===== src/rtl/pipe_stage_reg.sv =====
// pipe_stage_reg: generic valid/ready pipeline register between CPU stages.
// Define PIPE_STAGE_SKID_EN to add a skid entry so in_ready no longer depends on out_ready.
module pipe_stage_reg #(
  parameter int                 DATA_W   = 96,
  parameter int                 CTRL_W   = 24,
  parameter logic [CTRL_W-1:0]  NOP_CTRL = '0,
  parameter int                 CNT_W    = 16
) (
  input  logic              CLK,
  input  logic              RST,
  input  logic              flush,
  input  logic              in_valid,
  output logic              in_ready,
  input  logic [DATA_W-1:0] in_data,
  input  logic [CTRL_W-1:0] in_ctrl,
  output logic              out_valid,
  input  logic              out_ready,
  output logic [DATA_W-1:0] out_data,
  output logic [CTRL_W-1:0] out_ctrl,
  output logic [1:0]        occupancy,
  output logic [CNT_W-1:0]  stall_cnt
);

  // Encoding equals the number of held entries, so occupancy is the state itself.
`ifdef PIPE_STAGE_SKID_EN
  typedef enum logic [1:0] {EMPTY = 2'd0, ONE = 2'd1, FULL = 2'd2} state_e;
`else
  typedef enum logic [1:0] {EMPTY = 2'd0, ONE = 2'd1} state_e;
`endif

  state_e              state_q, state_d;
  logic [DATA_W-1:0]   main_data_q, main_data_d;
  logic [CTRL_W-1:0]   main_ctrl_q, main_ctrl_d;
  logic [CNT_W-1:0]    stall_cnt_q, stall_cnt_d;
`ifdef PIPE_STAGE_SKID_EN
  logic [DATA_W-1:0]   skid_data_q, skid_data_d;
  logic [CTRL_W-1:0]   skid_ctrl_q, skid_ctrl_d;
`endif
  logic                in_fire;
  logic                out_fire;

  function automatic logic [CNT_W-1:0] sat_inc(input logic [CNT_W-1:0] v);
    if (v == {CNT_W{1'b1}}) return v;
    return v + CNT_W'(1);
  endfunction

  assign out_valid = (state_q != EMPTY);
  assign out_data  = main_data_q;
  assign out_ctrl  = main_ctrl_q;
  assign occupancy = state_q;
  assign stall_cnt = stall_cnt_q;

`ifdef PIPE_STAGE_SKID_EN
  assign in_ready = !RST && !flush && (state_q != FULL);
`else
  assign in_ready = !RST && !flush && (!out_valid || out_ready);
`endif

  assign in_fire  = in_valid && in_ready;
  assign out_fire = out_valid && out_ready;

  always_comb begin
    state_d     = state_q;
    main_data_d = main_data_q;
    main_ctrl_d = main_ctrl_q;
`ifdef PIPE_STAGE_SKID_EN
    skid_data_d = skid_data_q;
    skid_ctrl_d = skid_ctrl_q;
`endif
    if (flush) begin
      // Squash wins over any acceptance; an out-fire this cycle has already been consumed.
      state_d     = EMPTY;
      main_data_d = '0;
      main_ctrl_d = NOP_CTRL;
`ifdef PIPE_STAGE_SKID_EN
      skid_data_d = '0;
      skid_ctrl_d = NOP_CTRL;
`endif
    end else begin
      case (state_q)
        EMPTY: begin
          if (in_fire) begin
            state_d     = ONE;
            main_data_d = in_data;
            main_ctrl_d = in_ctrl;
          end
        end
        ONE: begin
          if (in_fire && out_fire) begin
            main_data_d = in_data;
            main_ctrl_d = in_ctrl;
          end else if (in_fire) begin
`ifdef PIPE_STAGE_SKID_EN
            state_d     = FULL;
            skid_data_d = in_data;
            skid_ctrl_d = in_ctrl;
`endif
          end else if (out_fire) begin
            state_d     = EMPTY;
            main_data_d = '0;
            main_ctrl_d = NOP_CTRL;
          end
        end
`ifdef PIPE_STAGE_SKID_EN
        FULL: begin
          if (out_fire) begin
            state_d     = ONE;
            main_data_d = skid_data_q;
            main_ctrl_d = skid_ctrl_q;
            skid_data_d = '0;
            skid_ctrl_d = NOP_CTRL;
          end
        end
`endif
        default: begin
          state_d     = EMPTY;
          main_data_d = '0;
          main_ctrl_d = NOP_CTRL;
        end
      endcase
    end
  end

  always_comb begin
    stall_cnt_d = stall_cnt_q;
    if (out_valid && !out_ready) stall_cnt_d = sat_inc(stall_cnt_q);
  end

  always_ff @(posedge CLK or posedge RST) begin
    if (RST) begin
      state_q     <= EMPTY;
      main_data_q <= '0;
      main_ctrl_q <= NOP_CTRL;
      stall_cnt_q <= '0;
`ifdef PIPE_STAGE_SKID_EN
      skid_data_q <= '0;
      skid_ctrl_q <= NOP_CTRL;
`endif
    end else begin
      state_q     <= state_d;
      main_data_q <= main_data_d;
      main_ctrl_q <= main_ctrl_d;
      stall_cnt_q <= stall_cnt_d;
`ifdef PIPE_STAGE_SKID_EN
      skid_data_q <= skid_data_d;
      skid_ctrl_q <= skid_ctrl_d;
`endif
    end
  end

endmodule


===== config.mk =====
export PLATFORM = sky130hd
export DESIGN_NAME = pipe_stage_reg
export DESIGN_NICKNAME = d
export VERILOG_FILES = /design/src/rtl/pipe_stage_reg.sv
export SDC_FILE = /design/constraint.sdc
export NUM_CORES = 1
export LEC_CHECK = 0
export ABC_AREA = 1
export BUFFER_PORTS_ARGS = -buffer_cell sky130_fd_sc_hd__buf_2
export CAP_MARGIN = 5
export CORE_UTILIZATION = 45
export DETAILED_ROUTE_END_ITERATION = 10
export PLACE_DENSITY_LB_ADDON = 0.08
export SLEW_MARGIN = 20
export SYNTH_ARGS = -nofsm -noshare
export SYNTH_HDL_FRONTEND = slang
export SYNTH_SLANG_ARGS = --single-unit

===== constraint.sdc =====
create_clock -name CLK -period 3.78 [get_ports CLK]
set_input_delay 0.378 -clock CLK [delete_from_list [all_inputs] [get_ports CLK]]
set_output_delay 0.378 -clock CLK [all_outputs]
set_load 0.005 [all_outputs]

Word level (Yosys, flattened, before mapping)
Index checks and enable logic that the tools add are counted.
Widths: inputs -> output; s select.
{ "totals": {"ram_bits": 0, "n_memories": 0, "in_bits": 125, "romBits": 0, "regBits": 138, "latchBits": 0, "out_inout_bits": 140} }
{ "classes": {"addsub": 1, "eq_ne": 9, "n_mux": 21, "reduce_logical": 16, "n_bitwise": 0, "n_shift": 0, "n_lt_le_gt_ge": 0, "n_div": 0, "n_mul": 0} }
{ "op_table": {"columns": ["cell", "count"], "rows": [
  ["$mux 96", 5],
  ["$pmux 96 s2", 1],
  ["$mux 24", 5],
  ["$pmux 24 s2", 1],
  ["$add 16x1->16 const B", 1],
  ["$eq 16x16->1 const B", 1],
  ["$mux 16", 1],
  ["$ne 3x3->1 const B", 4],
  ["$mux 2", 5],
  ["$ne 4x4->1 const B", 2],
  ["$logic_and 1x1->1", 6],
  ["$logic_not 1->1", 4],
  ["$pmux 2 s2", 1],
  ["$reduce_and 4->1", 1],
  ["$reduce_and 3->1", 1],
  ["$eq 2x1->1 const B", 1],
  ["$logic_not 2->1", 1],
  ["$mux 1", 2],
  ["$ne 2x2->1 const B", 1],
  ["$reduce_and 2->1", 1],
  ["$reduce_bool 2->1", 1],
  ["$logic_or 1x1->1", 1]
]} }

Depth between registers and ports, before layout
{ "logic_depth": {"depth_word": 9, "ltp_mapped": 9} }

Worst setup path before layout
Ideal clock, no wire load.
{ "synth_path": {"path_type": "in2reg", "startpoint": "input port RST", "endpoint": "register main_ctrl_q[10] (netlist: out_ctrl[10])", "required_time_ns": 3.659, "slack_ns": -0.720, "path_stages": 6, "setup_ns": 0.121, "n_path_buf": 2, "arrival_ns": 4.379, "path_cell_list": "inv_1 -> nand4_4 -> o21ai_4 -> buf_4 -> buf_2 -> o21ai_1"} }
{ "synth_via": {"elab_chain_len": 8, "elab_cells_between_ends": 12, "cone_classes": "eq/ne (3); mux (3); reduce/logical (6)"} }
{ "synth_lines": {"columns": ["item", "line_no", "rtl"], "rows": [
  ["from (decl)", "10", "input logic RST,"],
  ["$logic_not 1->1 (no line) (*)", null, null],
  ["$logic_and 1x1->1 (*) (2 in a row)", "56", "assign in_ready = !RST && !flush && (!out_valid || out_ready);"],
  ["$logic_and 1x1->1 (*)", "59", "assign in_fire = in_valid && in_ready;"],
  ["$logic_and 1x1->1", "89", "if (in_fire && out_fire) begin"],
  ["$mux 24", "89", null],
  ["$pmux 24 s2", "80", "case (state_q)"],
  ["$mux 24", "70", "if (flush) begin"],
  ["to (signal assigned)", "142", "main_ctrl_q <= main_ctrl_d;"],
  ["to (decl)", "33", "logic [CTRL_W-1:0] main_ctrl_q, main_ctrl_d;"]
]} }
Mark *: on every way between the ends. The rest lies on a longest branch, timed or not.
A chain may end at the register's enable or synchronous reset.

Worst setup path after layout
{ "layout_path": {"startpoint": "register state_q[0] (netlist: occupancy[0])", "endpoint": "output port out_valid"} }
{ "layout_via": {"elab_chain_len": 1} }
{ "layout_lines": {"columns": ["item", "line_no", "rtl"], "rows": [
  ["from (decl)", "31", "state_e state_q, state_d;"],
  ["from (signal assigned)", "140", "state_q <= state_d;"],
  ["$reduce_bool 2->1", "47", "assign out_valid = (state_q != EMPTY);"],
  ["to (decl)", "16", "output logic out_valid,"]
]} }
Every way passes these cells.

==> results.cfg <==
[placement]
place.gp.congestion = 0.789
hpwl_um = 11400
dp.cells = 1331
numPortBuffers = 263
dpl_cell_area_um2 = 8250

[worst_hold_path]
hold_class = primary input to asynchronous set/reset pin

[worst_setup_path]
critical-path-slowest-cell = buf_4
startpoint = occupancy[0]
cp-start-kind = flop
cp.required_ps = 3400
path_cells = buf_4 -> buf_2
r2r_cells = 5
r2r_start = occupancy[0]
r2r-end = out_data[65]
slowest_delay_ps = 800
path_max_fanout = 93
endpoint_kind = primary output
path_class = flop to primary output
r2r_slack_ps = 1480
crit_arrival_ps = 2250

[pwr]
power_density_nw_per_um2 = 464
ir_drop_mv = 0.324
power_leakage_nw = 4.72

[clocking]
cts_setup_buffers = 0
root_buffer = clkbuf_16
numCtsBuffers = 17
postCtsHoldBufs = 0
h-tree-depth = 4
clk_path_buf_depth = 2
path_clk_slew_ps = 60
clock_latency_ps = 420
cts_resized = 0
clock_sinks = 137
cts_tree = done

[sta]
hold_viol_final = 0
maxSlewHeadroom_pct = 33.6
timing.fmax_mhz = 381
holdWs_ps = 232
layout_min_cycle_time_ps = 2630
worst_pin_slew_ps = 996
tns_ps = 0
slew_viol_final = 0
fin_skew_ps = 12.3
rsz0062_at_grt = no
setup_viol = 0
post-route-period-util_pct = 69.5

[final_layout]
layout-drive-gt1-share_pct = 26.4
finalCoreUtilization_pct = 58.7
multiInputGateArea_um2 = 2690
num-nets-final = 1288
syn_to_final_growth_pct = 27.5
fin_cells = 1363
final_cell_mix = 311 x nand2_1, 263 x buf_2, 136 x dfrtp_1
diodes = 0
nFillCells = 1451
regArea_um2 = 3430
final_common_cell = nand2_1
fin_area_um2 = 8890

[synthesis]
syn_area_um2 = 6970
synth_nets = 1069
yosysSeqAreaShare_pct = 49.2
synth_area_per_cell_um2 = 7.39
ys_ff_latch = 137
synth-warning-count = 0
yosysUniqueCellTypes = 22
syn_inst = 943

[global_routing]
antenna_found_initial = 0
track_usage_pct = 23.0
grt_max_degree = 159
first_global_vias = 5817
grt-ovfl-total = 0
grt_pass1_wl_um = 29100

[detailed_routing]
avgViaCountPerCell = 4.78
ant_nets = 0
routed_wl_um = 18200
drt-pass1-iter-count = 6
wl_per_cell_um = 13.3
drtIter0Drc = 445
vias = 6512
drc = 0

[outcome]
run_status = complete, no violations

[floorplanning]
ios = 265
die_h_um = 126
coreArea_um2 = 15100
initial_core_util_pct = 46.0
fp.dieArea_um2 = 16000
die_w_um = 126
row_count = 45

[run]
maxCapViolCount = 0
==> power breakdown <==
group          total (mW)  switching, mW  leakage [nW]  internal, mW
registers            1.71          0.101          1.80          1.61
logic               0.634          0.370          2.62         0.264
clock network        1.78          0.655         0.303          1.13
total                4.13           1.13          4.72          3.00
==> per-stage QoR <==
stage | power (mW) | setup WS (ps)
final | 4.13 | 1150
after global routing | 4.34 | 1050
after CTS | 4.18 | 1180
after detailed placement | 2.38 | 1150
after global placement | 2.37 | 1200
after floorplan | 2.09 | 222
==> worst max-delay path, delay by kind of cell, from the launching register on <==
kind / cells / cell delay (ps)
flip-flops: 1 / 670
buffers and inverters: 2 / 1050
==> worst max path at each step <==
stage / slack (ps) / endpoint
2_1_floorplan: 220 / out_data[51]
3_3_place_gp: 1200 / out_data[44]
3_5_place_dp: 1150 / out_data[65]
4_1_cts: 1180 / occupancy[0]
5_1_grt: 1050 / out_valid
6_report: 1150 / out_valid
==> cell usage after synthesis <==
| library cell | instances | area, um^2 |
|---|---|---|
| xor2_1 | 2 | 17.5 |
| buf_4 | 18 | 135 |
| buf_2 | 21 | 105 |
| nand3_1 | 4 | 20.0 |
| nand2_1 | 311 | 1170 |
| nand4_4 | 1 | 21.3 |
| inv_1 | 133 | 499 |
| a21boi_0 | 1 | 7.51 |
| conb_1 | 1 | 3.75 |
| dfrtp_1 | 137 | 3430 |
| clkbuf_1 | 31 | 116 |
| a21oi_1 | 121 | 606 |
| nor2_2 | 1 | 6.26 |
| o21ai_1 | 30 | 150 |
| o21ai_0 | 99 | 495 |
| nor3_1 | 1 | 5.00 |
| xnor2_1 | 5 | 43.8 |
| nand4_1 | 4 | 25.0 |
| ha_1 | 1 | 12.5 |
| o21ai_4 | 2 | 32.5 |
| nor2_1 | 18 | 67.6 |
| nand2_2 | 1 | 6.26 |
==> metal layers <==
layer,wire length [um],track usage [%],up-vias
met3,1300,6.37,23
met4,371,8.72,0
li1,-,-,3382
met2,8210,34.8,200
met1,8280,31.3,2907
met5,0,0,-
==> state kept, by name (all words and copies together) (netlist names) <==
name       count
stall_cnt     16
out_ctrl      24
out_data      96
occupancy      1
==> kinds of logic after synthesis <==
family / share of synthesized area [%]
buf+inv: 12.3
fa+ha+maj: 0.179
compound gates: 18.5
xor+xnor: 0.879
simple gates: 18.9
other cells: 0.0538
flops: 49.2
==> area by class of cell <==
type / instances / share of cell area, %
flip-flops and latches: 137 / 38.6
clock inverters: 14 / 2.21
well taps: 188 / 2.65
repair buffers: 270 / 15.7
multi-input cells: 603 / 30.2
inverters: 133 / 5.67
clock buffers: 18 / 4.94
(Power assumes the default switching activity.)
